### src/rtl/jtag_uart_sample_sequencer_pkg.sv
// jtag_seq_pkg: sequencer states, byte tags and JTAG UART register map (WSPACE state exists only with SEQ_WSPACE_CHECK_EN)
package jtag_seq_pkg;
  localparam logic [2:0] STARTUP = 3'd0;
  localparam logic [2:0] RX = 3'd1;
  localparam logic [2:0] PUSH = 3'd2;
  localparam logic [2:0] CAPTURE = 3'd3;
  localparam logic [2:0] FETCH = 3'd4;
  localparam logic [2:0] WR_LO = 3'd5;
  localparam logic [2:0] WR_HI = 3'd6;
`ifdef SEQ_WSPACE_CHECK_EN
  localparam logic [2:0] WSPACE = 3'd7;
`endif
  localparam logic [2:0] TAG_LO = 3'b000;
  localparam logic [2:0] TAG_HI = 3'b111;
  localparam int RVALID_BIT = 15;
  localparam logic REG_DATA = 1'b0;
  localparam logic REG_CTRL = 1'b1;
endpackage

### src/rtl/jtag_uart_sample_sequencer_if.sv
// jtag_uart_sample_sequencer_if: Avalon-MM link between the sequencer (master) and the JTAG UART (slave)
interface jtag_uart_sample_sequencer_if;
  logic av_chipselect;
  logic av_address;
  logic av_read_n;
  logic av_write_n;
  logic [31:0] av_writedata;
  logic [31:0] av_readdata;
  logic av_waitrequest;
  modport master(
    output av_chipselect, av_address, av_read_n, av_write_n, av_writedata,
    input av_readdata, av_waitrequest
  );
  modport slave(
    input av_chipselect, av_address, av_read_n, av_write_n, av_writedata,
    output av_readdata, av_waitrequest
  );
endinterface

### src/rtl/jtag_uart_sample_sequencer_xfer.sv
// avalon_jtag_xfer: single outstanding Avalon transaction, strobes held until waitrequest drops
module avalon_jtag_xfer (
  input  logic        clk,
  input  logic        reset_n,
  input  logic        req,
  input  logic        rnw,
  input  logic        addr,
  input  logic [31:0] wdata,
  output logic        done,
  output logic [31:0] rdata,
  jtag_uart_sample_sequencer_if.master av
);
  logic active;
  assign active = !av.av_read_n || !av.av_write_n;
  assign av.av_chipselect = active;
  // the done cycle blocks a restart so a still-high req is not taken as a new request
  always_ff @(posedge clk or negedge reset_n)
    if (!reset_n) begin
      av.av_read_n <= 1'b1;
      av.av_write_n <= 1'b1;
      av.av_address <= 1'b0;
      av.av_writedata <= '0;
      done <= 1'b0;
      rdata <= '0;
    end else begin
      done <= active && !av.av_waitrequest;
      if (active && !av.av_waitrequest) begin
        av.av_read_n <= 1'b1;
        av.av_write_n <= 1'b1;
        rdata <= av.av_readdata;
      end else if (!active && !done && req) begin
        av.av_read_n <= !rnw;
        av.av_write_n <= rnw;
        av.av_address <= addr;
        if (!rnw) av.av_writedata <= wdata;
      end
    end
endmodule

### src/rtl/jtag_uart_sample_sequencer.sv
// jtag_uart_sample_sequencer: DAC code in, ADC samples out over the JTAG UART; SEQ_WSPACE_CHECK_EN polls WSPACE before each data write
module jtag_uart_sample_sequencer
  import jtag_seq_pkg::*;
#(
  parameter int STARTUP_CYCLES = 50,
  parameter int NUM_SAMPLES = 128,
  parameter int ADDR_W = 7,
  parameter int CAPTURE_TIMEOUT = 1_000_000
) (
  input  logic              clk,
  input  logic              reset_n,
  jtag_uart_sample_sequencer_if.master av,
  output logic [11:0]       dac_code,
  output logic              dac_push,
  output logic              start_sampling,
  input  logic              capture_done,
  output logic [ADDR_W-1:0] buf_addr,
  input  logic [9:0]        buf_data,
  output logic              busy,
  output logic              timeout_err
);
  logic [2:0] state;
  logic [31:0] cnt;
  logic [5:0] code_lo;
  logic lo_seen, fetch_wait, done, req, rnw, addr;
  logic [9:0] s;
  logic [31:0] wdata, rdata;
  logic [7:0] rx_byte;
  logic unused_rdata;
  assign rx_byte = rdata[7:0];
  assign unused_rdata = ^{rdata[31:16], rdata[14:8]};
`ifdef SEQ_WSPACE_CHECK_EN
  logic hi_next;
  assign req = state inside {RX, WR_LO, WR_HI, WSPACE};
  assign rnw = state inside {RX, WSPACE};
  assign addr = state == WSPACE ? REG_CTRL : REG_DATA;
`else
  assign req = state inside {RX, WR_LO, WR_HI};
  assign rnw = state == RX;
  assign addr = REG_DATA;
`endif
  assign wdata = state == WR_HI ? {24'b0, TAG_HI, s[9:5]} : {24'b0, TAG_LO, s[4:0]};
  assign busy = state != RX;
  avalon_jtag_xfer u_xfer (
    .clk(clk), .reset_n(reset_n), .req(req), .rnw(rnw), .addr(addr),
    .wdata(wdata), .done(done), .rdata(rdata), .av(av)
  );
  always_ff @(posedge clk or negedge reset_n)
    if (!reset_n) begin
      state <= STARTUP;
      cnt <= '0;
      code_lo <= '0;
      lo_seen <= 1'b0;
      fetch_wait <= 1'b0;
      s <= '0;
      dac_code <= '0;
      dac_push <= 1'b0;
      start_sampling <= 1'b0;
      buf_addr <= '0;
      timeout_err <= 1'b0;
`ifdef SEQ_WSPACE_CHECK_EN
      hi_next <= 1'b0;
`endif
    end else begin
      dac_push <= 1'b0;
      start_sampling <= 1'b0;
      case (state)
        STARTUP: begin
          cnt <= cnt + 32'd1;
          state <= cnt == 32'(STARTUP_CYCLES - 1) ? RX : STARTUP;
        end
        RX: if (done && rdata[RVALID_BIT]) begin
          if (!rx_byte[7]) begin
            code_lo <= rx_byte[5:0];
            lo_seen <= 1'b1;
          end else if (lo_seen) begin
            dac_code <= {rx_byte[5:0], code_lo};
            dac_push <= 1'b1;
            start_sampling <= 1'b1;
            state <= PUSH;
          end
        end
        PUSH: begin
          lo_seen <= 1'b0;
          timeout_err <= 1'b0;
          cnt <= '0;
          state <= CAPTURE;
        end
        CAPTURE: if (capture_done) begin
          buf_addr <= '0;
          state <= FETCH;
        end else if (cnt == 32'(CAPTURE_TIMEOUT - 1)) begin
          timeout_err <= 1'b1;
          state <= RX;
        end else cnt <= cnt + 32'd1;
        // first cycle lets the registered buffer read settle
        FETCH: begin
          fetch_wait <= !fetch_wait;
          if (fetch_wait) begin
            s <= buf_data;
`ifdef SEQ_WSPACE_CHECK_EN
            hi_next <= 1'b0;
            state <= WSPACE;
`else
            state <= WR_LO;
`endif
          end
        end
        WR_LO: if (done) begin
`ifdef SEQ_WSPACE_CHECK_EN
          hi_next <= 1'b1;
          state <= WSPACE;
`else
          state <= WR_HI;
`endif
        end
        WR_HI: if (done) begin
          if (buf_addr == ADDR_W'(NUM_SAMPLES - 1)) state <= RX;
          else begin
            buf_addr <= buf_addr + ADDR_W'(1);
            state <= FETCH;
          end
        end
`ifdef SEQ_WSPACE_CHECK_EN
        WSPACE: if (done && |rdata[31:16]) state <= hi_next ? WR_HI : WR_LO;
`endif
        default: state <= STARTUP;
      endcase
    end
endmodule
### src/flat_wrapper.sv
// flat-port wrapper written by rule: the top's interface ports become plain ports
module jtag_uart_sample_sequencer_flat import jtag_seq_pkg::*;
#(
  parameter int STARTUP_CYCLES = 50,
  parameter int NUM_SAMPLES = 128,
  parameter int ADDR_W = 7,
  parameter int CAPTURE_TIMEOUT = 1_000_000
)
  (clk, reset_n, dac_code, dac_push, start_sampling, capture_done, buf_addr, buf_data, busy, timeout_err, av_av_chipselect, av_av_address, av_av_read_n, av_av_write_n, av_av_writedata, av_av_readdata, av_av_waitrequest);
  jtag_uart_sample_sequencer_if av_i ();
  input  logic clk;
  input  logic reset_n;
  output logic [11:0] dac_code;
  output logic dac_push;
  output logic start_sampling;
  input  logic capture_done;
  output logic [ADDR_W-1:0] buf_addr;
  input  logic [9:0] buf_data;
  output logic busy;
  output logic timeout_err;
  output wire logic [$bits(av_i.av_chipselect)-1:0] av_av_chipselect;
  output wire logic [$bits(av_i.av_address)-1:0] av_av_address;
  output wire logic [$bits(av_i.av_read_n)-1:0] av_av_read_n;
  output wire logic [$bits(av_i.av_write_n)-1:0] av_av_write_n;
  output wire logic [$bits(av_i.av_writedata)-1:0] av_av_writedata;
  input wire logic [$bits(av_i.av_readdata)-1:0] av_av_readdata;
  input wire logic [$bits(av_i.av_waitrequest)-1:0] av_av_waitrequest;
  assign av_av_chipselect = av_i.av_chipselect;
  assign av_av_address = av_i.av_address;
  assign av_av_read_n = av_i.av_read_n;
  assign av_av_write_n = av_i.av_write_n;
  assign av_av_writedata = av_i.av_writedata;
  assign av_i.av_readdata = av_av_readdata;
  assign av_i.av_waitrequest = av_av_waitrequest;
  jtag_uart_sample_sequencer #(.STARTUP_CYCLES(STARTUP_CYCLES), .NUM_SAMPLES(NUM_SAMPLES), .ADDR_W(ADDR_W), .CAPTURE_TIMEOUT(CAPTURE_TIMEOUT)) u_core (.clk(clk), .reset_n(reset_n), .av(av_i), .dac_code(dac_code), .dac_push(dac_push), .start_sampling(start_sampling), .capture_done(capture_done), .buf_addr(buf_addr), .buf_data(buf_data), .busy(busy), .timeout_err(timeout_err));
endmodule
### config.mk
export PLATFORM = sky130hd
export DESIGN_NAME = jtag_uart_sample_sequencer_flat
export DESIGN_NICKNAME = d
export VERILOG_FILES = /design/src/rtl/jtag_uart_sample_sequencer_pkg.sv /design/src/rtl/jtag_uart_sample_sequencer_if.sv /design/src/rtl/jtag_uart_sample_sequencer_xfer.sv /design/src/rtl/jtag_uart_sample_sequencer.sv /design/src/flat_wrapper.sv
export SDC_FILE = /design/constraint.sdc
export NUM_CORES = 1
export LEC_CHECK = 0
export ABC_AREA = 1
export CORE_MARGIN = 2
export CORE_UTILIZATION = 45
export CTS_CLUSTER_DIAMETER = 150
export DETAILED_ROUTE_END_ITERATION = 8
export PLACE_DENSITY = 0.71
export REMOVE_ABC_BUFFERS = 1
export SLEW_MARGIN = 15
export SYNTH_ARGS = -nofsm -noshare
export SYNTH_HDL_FRONTEND = slang
export SYNTH_SLANG_ARGS = --single-unit
### constraint.sdc
create_clock -name clk -period 2.72 [get_ports clk]
set_clock_uncertainty 0.15 [all_clocks]
set_input_delay 0.408 -clock clk [delete_from_list [all_inputs] [get_ports clk]]
set_output_delay 0.408 -clock clk [all_outputs]
set_load 0.01 [all_outputs]
==> results of run 1 <==
-- stage by stage --
stage          worst slack [ns]  instance area [sq um]  total power [W]
2_1_floorplan             0.679                   4930          0.00155
3_3_place_gp              0.518                   5720          0.00163
3_5_place_dp              0.486                   5720          0.00164
4_1_cts                   0.468                   6030          0.00287
5_1_grt                   0.230                   6030          0.00294
6_report                  0.453                   6030          0.00283
-- worst max-delay path by stage --
stage / from / cells past startpoint / endpoint / slack (ns)
final: u_core.cnt[0] / 10 / u_core.cnt[0] / 0.45
after global routing: u_core.cnt[0] / 10 / u_core.cnt[28] / 0.23
after CTS: u_core.cnt[0] / 10 / u_core.cnt[0] / 0.47
after detailed placement: u_core.cnt[0] / 10 / u_core.cnt[0] / 0.49
after global placement: u_core.cnt[0] / 10 / u_core.cnt[0] / 0.52
after floorplan: u_core.cnt[0] / 10 / u_core.cnt[14] / 0.68
-- layout make-up --
class | count | share of cell area
clock buffer | 9 | 0.0374
clock inverter | 7 | 0.0114
inverter | 57 | 0.0359
multi-input combinational | 531 | 0.404
sequential | 91 | 0.378
tap | 143 | 0.0297
timing repair buffer | 61 | 0.103
-- kinds of logic after synthesis --
family,synth area share
simple gates,0.327
buf+inv,0.107
flops,0.440
compound gates,0.0859
mux,0.0239
xor+xnor,0.00845
fa+ha+maj,0.00724
other cells,0.000723
-- worst max-delay path: cells and delay by family, from the launching register on --
kind,cells,cell delay (ns)
AND/OR/NAND/NOR,6,0.86
flip-flops,1,0.47
buffers and inverters,2,0.35
adder cells (fa/ha/maj),1,0.28
AO/OA/AOI/OAI,1,0.07
-- cell usage after synthesis, types with 2 or more instances --
library cell    n
mux2_2         11
o21ai_2         4
inv_1          47
inv_2           9
or2_2           3
nand2_1       238
ha_1            3
nand4_1         3
or2_1           2
buf_4          31
nor2_2          2
nand3_1        51
xor2_1          3
o21ai_0        33
xnor2_1         2
dfrtp_1        89
clkbuf_1        2
o21ai_1        23
nor2_1         94
a21oi_1         7
buf_2           2
o31ai_2         2
o31ai_1         3
nand2_2         5
buf_6           8
nor3_1          5
nand3_2         2
dfstp_2         2
o21a_1          2
-- cell usage in the layout, fill, tap and decap left out, types with 3 or more instances in the layout --
master,synthesis,layout
xor2_1,3,3
clkdlybuf4s50_1,0,54
o31ai_1,3,3
buf_4,31,4
mux2_2,11,11
o21ai_1,23,23
conb_1,1,25
ha_1,3,3
nor2_1,94,94
a21oi_1,7,7
or2_2,3,3
o21ai_0,33,33
inv_2,9,9
nand2_1,238,238
nand2_2,5,5
nor3_1,5,5
inv_1,47,47
clkbuf_16,0,9
o21ai_2,4,4
dfrtp_1,89,89
nand3_1,51,51
nand4_1,3,3
-- metal layers --
layer | part of all wire | global-route usage | vias up
li1 | - | - | 2276
met1 | 0.46 | 0.256 | 2034
met2 | 0.46 | 0.307 | 142
met3 | 0.058 | 0.0299 | 24
met4 | 0.022 | 0.0741 | 0
met5 | 0 | 0 | -
-- power by group through the flow --
stage          Combinational, W  Sequential (W)  Clock (W)
2_1_floorplan         0.0000910         0.00145          0
3_3_place_gp           0.000173         0.00146          0
3_5_place_dp           0.000181         0.00146          0
4_1_cts                0.000182         0.00143    0.00125
5_1_grt                0.000201         0.00144    0.00130
6_report               0.000178         0.00143    0.00122
-- repair_timing --
item	4_1_cts	5_1_grt
setup buffers	0	0
hold buffers	1	0
hold endpoints to repair	33	0
-- registers in the layout (all words and copies together) (netlist names) --
| signal | flops |
|---|---|
| u_core.buf_addr | 7 |
| u_core.cnt | 32 |
| u_core.code_lo | 6 |
| u_core.dac_code | 12 |
| u_core.dac_push | 1 |
| u_core.fetch_wait | 1 |
| u_core.lo_seen | 1 |
| u_core.s | 10 |
| u_core.state | 3 |
| u_core.timeout_err | 1 |
| u_core.u_xfer.av.av_read_n | 1 |
| u_core.u_xfer.av.av_write_n | 1 |
| u_core.u_xfer.av.av_writedata | 6 |
| u_core.u_xfer.done | 1 |
| u_core.u_xfer.rdata | 8 |
==> impl_metrics.csv, run 1 <==
group,metric,value,unit
pwr,power.share.switching,0.250,
worst_setup_path,worstSetupPathType,"reg2reg",
routing,first_pass_iters,5,
routing,drt-initial-drc-count,384,
clock_network,clockRootBuffer,"clkbuf_16",
cells_and_area,syn_to_final_growth,16.3,%
cells_and_area,final_util,0.532,
routing,wl_per_cell,12.6,microns
worst_setup_path,reg2reg_depth,10,
sta,relSlewSlack,0.654,
logic_synthesis,netlist_area,5180,sq um
worst_setup_path,crit_top_cell,"nand2_1",
worst_setup_path,r2r_start,"u_core.cnt[0]",
logic_synthesis,ys_ff_latch,91,
pwr,pwr-share-seq,0.507,
worst_setup_path,cp-end-kind,"flop",
routing,drtAntennaViolNets,0,
clock_network,clk_latency,0.34,ns
pwr,p_comb_frac,0.063,
floorplanning,fp.dieH,111,microns
sta,fmax,0.441,GHz
worst_setup_path,r2r_end,"u_core.cnt[0]",
pwr,power_density,469,nW/um^2
sta,worstMarginPinSlew,0.517,ns
clock_network,clock_path_buffers,2,
routing,drc,0,
routing,finalWirelength,11400,microns
pwr,ir_drop,0.331,mV
min_path,hp-class,"reg2reg",
logic_synthesis,synthTopCellsByArea,"dfrtp_1 43%, nand2_1 17%, nor2_1 6.8%",
floorplanning,dieArea,12400,sq um
sta,setup_viol,0,
worst_setup_path,critPathRequiredTime,2.83,ns
cells_and_area,stdcell_count,899,
clock_network,cts.sinks,91,
cells_and_area,num_antenna_cells,0,
worst_setup_path,slowest_stage,"dfrtp_1",
logic_synthesis,synth-main-ff-cell,"dfrtp_1",
logic_synthesis,seq_area_frac_synth,0.440,
routing,post_drt_via_cell_ratio,4.98,
logic_synthesis,yosysWarnings,0,
logic_synthesis,syn_area_per_cell,7.43,sq um
cells_and_area,fillCellCount,1116,
place,dp_hpwl,8410,microns
worst_setup_path,path_max_fanout,36,
global_route,grt_max_degree,59,
routing,vias,4476,
pwr,p_int,0.00212,W
job,drv_cap,0,
clock_network,cts_inserted_buffers,9,
sta,slew_violations,0,
cells_and_area,layout-drive-gt1-share,0.0886,
worst_setup_path,cp_slowest_stage_delay,0.47,ns
clock_network,cts_tree,"done",
clock_network,cts_max_level,3,
pwr,power_switching,0.000707,W
logic_synthesis,async_flop_share,1.00,
clock_network,clk_pin_slew,0.07,ns
min_path,worstHoldPathCells,2,
logic_synthesis,synth_top_cell_by_area,"dfrtp_1",
worst_setup_path,arrival,2.38,ns
sta,finalSetupTns,0,ns
cells_and_area,multiInputGateArea,2440,sq um
min_path,worstHoldEndpoint,"u_core.dac_code[5]",
min_path,hold_start,"u_core.dac_code[5]",
status,status,"complete, no violations",
clock_network,cts-resized-gates,0,
logic_synthesis,synth_edf_count,0,
place,post-place-cells,882,
logic_synthesis,synth_cells,698,
place,place_congestion,0.941,
worst_setup_path,startpoint_type,"flop",
floorplanning,rows,39,
pwr,power.leakage,2.75,nW
logic_synthesis,synth_cell_type_count,39,
floorplanning,start_util,0.458,
sta,rsz0062_at_grt,"no",
global_route,globalRouteOverflowTotal,0,
worst_setup_path,r2r_setup_slack,0.45,ns
global_route,antenna_found_initial,0,
worst_setup_path,cp_cell_sequence,"ha_1 -> nand3_2 -> inv_2 -> nand2_1 -> nor2_1 -> nand3_1 -> nand2_4 -> buf_4 -> nand2_1 -> o21ai_0",
pwr,pwr-share-clk,0.430,
logic_synthesis,yosysTopAreaCellShare,0.430,
floorplanning,ios,105,
sta,hold_violations,0,
global_route,grt_pass1_wl,19600,microns
place,numPortBuffers,55,
global_route,grt_pass1_vias,4230,
sta,whs,0.321,ns
global_route,grt_use_total,0.189,
sta,min_period,2.27,ns
cells_and_area,nets,800,
sta,fin_crit_sh,0.833,
cells_and_area,seq_area,2280,sq um
floorplanning,core,11300,sq um
floorplanning,die_w,111,microns
No activity file was read; power rests on OpenSTA's default activity.
==> run 2: changes to the inputs <==
--- a/config.mk
+++ b/config.mk
@@ -10,7 +10,7 @@
 export CORE_UTILIZATION = 45
 export CTS_CLUSTER_DIAMETER = 150
 export DETAILED_ROUTE_END_ITERATION = 8
-export PLACE_DENSITY = 0.71
+export PLACE_DENSITY = 0.74
 export REMOVE_ABC_BUFFERS = 1
 export SLEW_MARGIN = 15
 export SYNTH_ARGS = -nofsm -noshare
==> constraint.sdc (replaced) <==
create_clock -name clk -period 1.9 [get_ports clk]
set_clock_uncertainty 0.15 [all_clocks]
set_input_delay 0.285 -clock clk [delete_from_list [all_inputs] [get_ports clk]]
set_output_delay 0.285 -clock clk [all_outputs]
set_load 0.01 [all_outputs]
==> impl_metrics.csv, run 2 (same netlist as run 1, synthesis figures left out) <==
group,metric,value,unit
sta,slew_violations,0,
floorplanning,die_w,111,microns
routing,drt-initial-drc-count,401,
pwr,power_density,641,nW/um^2
place,place_congestion,0.903,
worst_setup_path,slowest_stage,"dfstp_2",
cells_and_area,final_common_cell,"nand2_1",
floorplanning,dieArea,12400,sq um
routing,wl_per_cell,13.7,microns
pwr,p_comb_frac,0.062,
clock_network,cts_max_level,3,
place,dp_hpwl,8840,microns
clock_network,clk_pin_slew,0.07,ns
global_route,grt_pass1_wl,20500,microns
place,pre_cts_slack,0.0930,ns
sta,whs,0.274,ns
worst_setup_path,arrival,1.42,ns
worst_setup_path,r2r_end,"u_core.buf_addr[5]",
pwr,power.leakage,2.95,nW
worst_setup_path,critPathBufInv,1,
clock_network,clock_path_buffers,2,
worst_setup_path,startpoint_type,"flop",
pwr,ir_drop,0.427,mV
worst_setup_path,cp-endpoint,"av_av_read_n",
routing,vias,4768,
worst_setup_path,critPathRequiredTime,1.46,ns
sta,hold_violations,0,
worst_setup_path,r2r_setup_slack,0.09,ns
routing,post_drt_via_cell_ratio,5.13,
cells_and_area,largest_reg_flops,32,
cells_and_area,final_cell_mix,"236 x nand2_1, 85 x nor2_1, 84 x dfrtp_1",
clock_network,cts.sinks,91,
routing,drc,0,
routing,finalWirelength,12700,microns
status,status,"complete, no violations",
clock_network,clk_latency,0.34,ns
global_route,antenna_found_initial,0,
worst_setup_path,worstSetupPathType,"reg2out",
floorplanning,ios,105,
cells_and_area,num_antenna_cells,0,
min_path,hp-class,"in2async",
worst_setup_path,path_max_fanout,3,
floorplanning,fp.dieH,111,microns
clock_network,clockRootBuffer,"clkbuf_16",
sta,min_period,1.86,ns
clock_network,cts_inserted_buffers,9,
floorplanning,core,11300,sq um
sta,setup_viol,0,
pwr,power_switching,0.00105,W
global_route,globalRouteOverflowTotal,0,
sta,setup_ws,0.0404,ns
routing,drtAntennaViolNets,0,
worst_setup_path,cp-end-kind,"primary output",
floorplanning,start_util,0.458,
worst_setup_path,crit_cells,1,
global_route,grt_max_degree,49,
global_route,grt_pass1_vias,4537,
worst_setup_path,cp_slowest_stage_delay,0.55,ns
routing,first_pass_iters,5,
pwr,pwr-share-clk,0.438,
pwr,p_int,0.00305,W
clock_network,cts_tree,"done",
global_route,grt_use_total,0.199,
place,numPortBuffers,55,
worst_setup_path,worstSetupStartpoint,"u_core.u_xfer.av.av_read_n",
job,drv_cap,0,
cells_and_area,syn_to_final_growth,23.3,%
cells_and_area,layout-drive-gt1-share,0.150,
cells_and_area,top_register,"u_core.cnt",
worst_setup_path,r2r_start,"u_core.state[0]",
cells_and_area,nets,831,
pwr,power.share.switching,0.255,
sta,fin_crit_sh,0.979,
floorplanning,rows,39,
pwr,pwr-share-seq,0.500,
worst_setup_path,cp_top_family,"flip-flops",
sta,fmax,0.538,GHz
worst_setup_path,cp_cell_sequence,"clkdlybuf4s50_1",
cells_and_area,top_regs,"u_core.cnt (32), u_core.dac_code (12), u_core.s (10)",
worst_setup_path,reg2reg_depth,8,
[run 2: cell count changes in the layout (fill, tap and decap cells not counted), moves of 5 or more]
| cell | before | now |
|---|---|---|
| dfrtp_1 | 89 | 84 |
| buf_4 | 4 | 29 |
| nor2_2 | 2 | 10 |
| nor2_1 | 94 | 85 |
| dfrtp_2 | 0 | 5 |
[run 2: what timing repair did]
item                                    in CTS  in global routing
hold buffers                                 1                  0
hold endpoints to repair                    20                  0
pin swaps                                    0                  6
resized for setup                            2                 26
buffers inserted                             0                  3
endpoints found under the setup margin       2                 35
gates cloned                                 0                  4
[run 2: worst min path at each step]
stage	to	slack, ns	cells after the start
2_1_floorplan	u_core.buf_addr[0]	-0.16	0
3_3_place_gp	u_core.u_xfer.rdata[0]	0.04	1
3_5_place_dp	u_core.u_xfer.rdata[0]	0.04	1
4_1_cts	u_core.code_lo[5]	0.28	2
5_1_grt	u_core.u_xfer.rdata[4]	0.28	2
6_report	u_core.dac_code[11]	0.27	2
[run 2: power by group through the flow]
stage | sequential, W | combinational, W | clock (W)
after floorplan | 0.00208 | 0.000130 | 0
after global placement | 0.00209 | 0.000249 | 0
after detailed placement | 0.00209 | 0.000257 | 0
after CTS | 0.00205 | 0.000261 | 0.00183
after global routing | 0.00206 | 0.000289 | 0.00190
final | 0.00205 | 0.000254 | 0.00180
[run 2: metal layers]
| metal | global-route usage | up-vias | wire, microns | part of all wire |
|---|---|---|---|---|
| li1 | - | 2332 | - | - |
| met2 | 0.339 | 174 | 6220 | 0.49 |
| met5 | 0 | - | 0 | 0 |
| met1 | 0.256 | 2235 | 5500 | 0.43 |
| met4 | 0.0724 | 0 | 290 | 0.023 |
| met3 | 0.0348 | 27 | 685 | 0.054 |
[run 2: area by class of cell]
| cell class | instances | area (sq um) |
|---|---|---|
| clock buffer | 9 | 225 |
| clock inverter | 7 | 76.3 |
| fill | 1034 | 4930 |
| inverter | 57 | 216 |
| multi-input combinational | 532 | 2510 |
| sequential | 91 | 2290 |
| tap | 143 | 179 |
| timing repair buffer | 91 | 903 |
[run 2: worst register-to-register path, delay by kind of cell, from the launching register on]
family                 cells  cell delay, ns
and+or+nand+nor            5            0.79
AOI/OAI and AO/OA          1            0.09
DFF                        1            0.46
buffers and inverters      2            0.20
[run 2: per-stage QoR]
step | instance area, sq um | power (W) | TNS (ns) | cells | utilization
detailed placement | 5930 | 0.00234 | 0 | 906 | 0.524
floorplan | 4930 | 0.00221 | -0.829 | 679 | -
CTS | 6240 | 0.00414 | -0.0214 | 923 | 0.551
global route | 6390 | 0.00425 | -0.0145 | 930 | 0.565
global placement | 5930 | 0.00233 | 0 | 906 | 0.524
finish | 6390 | 0.00410 | 0 | 930 | 0.565
==> run 3: changes to the inputs <==
--- a/config.mk
+++ b/config.mk
@@ -7,10 +7,10 @@
 export LEC_CHECK = 0
 export ABC_AREA = 1
 export CORE_MARGIN = 2
-export CORE_UTILIZATION = 45
+export CORE_UTILIZATION = 47
 export CTS_CLUSTER_DIAMETER = 150
 export DETAILED_ROUTE_END_ITERATION = 8
-export PLACE_DENSITY = 0.74
+export PLACE_DENSITY = 0.77
 export REMOVE_ABC_BUFFERS = 1
 export SLEW_MARGIN = 15
 export SYNTH_ARGS = -nofsm -noshare
==> impl_metrics.csv, run 3 (same netlist as run 1, synthesis figures left out) <==
group,metric,value,unit
place,dp_hpwl,9320,microns
worst_setup_path,startpoint_type,"flop",
pwr,power.leakage,2.93,nW
cells_and_area,top_register,"u_core.cnt",
clock_network,cts_inserted_buffers,9,
routing,wl_per_cell,14.0,microns
place,place_area,5860,sq um
cells_and_area,syn_to_final_growth,22.8,%
floorplanning,core,10800,sq um
clock_network,clk_latency,0.36,ns
worst_setup_path,cp_slowest_stage_delay,0.41,ns
sta,setup_viol,0,
worst_setup_path,worstSetupPathType,"reg2out",
worst_setup_path,cp-end-kind,"primary output",
sta,finalSetupTns,0,ns
routing,post_drt_via_cell_ratio,5.17,
routing,drc,0,
place,pre_cts_slack,0.0857,ns
global_route,antenna_found_initial,0,
cells_and_area,postLayoutCellArea,6370,sq um
worst_setup_path,path_max_fanout,4,
clock_network,cts.sinks,91,
cells_and_area,layout-drive-gt1-share,0.157,
routing,finalWirelength,13100,microns
global_route,globalRouteOverflowTotal,0,
sta,fmax,0.537,GHz
clock_network,clockRootBuffer,"clkbuf_8",
global_route,grt_pass1_wl,19700,microns
clock_network,clk_pin_slew,0.09,ns
status,status,"complete, no violations",
worst_setup_path,cp_top_family,"buffers and inverters",
floorplanning,dieArea,11900,sq um
worst_setup_path,cp_cell_sequence,"inv_2 -> nand2_4 -> nor2_4 -> inv_2 -> dlygate4sd2_1",
min_path,hp-class,"in2async",
job,drv_cap,0,
worst_setup_path,r2r_setup_slack,0.07,ns
cells_and_area,nets,839,
floorplanning,rows,38,
sta,min_period,1.86,ns
sta,slew_violations,0,
global_route,grt_use_total,0.210,
cells_and_area,final_common_cell,"nand2_1",
clock_network,cts_max_level,3,
pwr,power_density,570,nW/um^2
worst_setup_path,critPathRequiredTime,1.46,ns
sta,setup_ws,0.0394,ns
sta,rsz0062_at_grt,"yes",
place,numPortBuffers,55,
pwr,ir_drop,0.304,mV
cells_and_area,largest_reg_flops,32,
cells_and_area,final_cell_mix,"236 x nand2_1, 88 x nor2_1, 79 x dfrtp_1",
clock_network,clock_path_buffers,2,
worst_setup_path,crit_top_cell,"inv_2",
routing,vias,4838,
routing,drt-initial-drc-count,376,
place,place_congestion,0.954,
worst_setup_path,slowest_stage,"dfrtp_1",
global_route,grt_max_degree,33,
routing,first_pass_iters,5,
clock_network,cts_tree,"done",
routing,drtAntennaViolNets,0,
worst_setup_path,arrival,1.43,ns
floorplanning,fp.dieH,109,microns
global_route,grt_pass1_vias,4301,
floorplanning,ios,105,
sta,fin_crit_sh,0.979,
cells_and_area,num_antenna_cells,0,
cells_and_area,top_regs,"u_core.cnt (32), u_core.dac_code (12), u_core.s (10)",
floorplanning,start_util,0.480,
sta,hold_violations,0,
worst_setup_path,critPathBufInv,3,
floorplanning,die_w,109,microns
[run 3: metrics by stage]
step | power [W] | hold WS, ns | std cells | util
2_1_floorplan | 0.00221 | -0.161 | 679 | -
3_3_place_gp | 0.00234 | 0.112 | 896 | 0.543
3_5_place_dp | 0.00236 | 0.114 | 896 | 0.543
4_1_cts | 0.00367 | 0.261 | 914 | 0.563
5_1_grt | 0.00378 | 0.283 | 935 | 0.590
6_report | 0.00363 | 0.257 | 935 | 0.590
[run 3: what timing repair did]
action / 4_1_cts / 5_1_grt
endpoints found under the hold margin: 29 / 0
resized for setup: 4 / 25
buffers inserted: 1 / 14
pin swaps: 2 / 3
hold buffers: 1 / 0
endpoints found under the setup margin: 2 / 42
gates cloned: 0 / 7
[run 3: worst reg2reg max path, delay by kind of cell, from the launching register on]
family	cells	cell delay (ns)
flops	1	0.41
compound gates	1	0.08
buf+inv	2	0.27
fa+ha+maj	1	0.21
simple gates	5	0.60
[run 3: per-layer routing]
metal / routed length [microns] / global-route usage / up-vias
met5: 0 / 0 / -
met4: 176 / 0.0604 / 0
met3: 732 / 0.0383 / 17
met2: 6530 / 0.357 / 158
met1: 5680 / 0.274 / 2317
li1: - / - / 2346
[run 3: power breakdown]
| group | internal, W | switching [W] | leakage [nW] |
|---|---|---|---|
| registers | 0.00202 | 0.0000356 | 1.18 |
| clock network | 0.000617 | 0.000701 | 0.0901 |
| logic | 0.000101 | 0.000158 | 1.66 |
[run 3: area by class of cell]
cell class,count,area (sq um)
inverters,57,216
repair buffers,99,998
multi-input cells,532,2490
clock buffers,11,131
clock inverters,5,62.6
flip-flops and latches,91,2290
well taps,140,175
fillers,978,4430
[run 3: final timing paths]
kind	depth (start not counted)	end	startpoint
worst max-delay path	5	busy	u_core.state[1]
worst min-delay path	2	u_core.cnt[22]	reset_n
worst max register to register	9	u_core.cnt[7]	u_core.cnt[1]
worst min register to register	2	u_core.dac_code[5]	u_core.code_lo[5]
max in group asynchronous	3	u_core.cnt[21]	reset_n
min in group clk	2	u_core.dac_code[5]	u_core.code_lo[5]
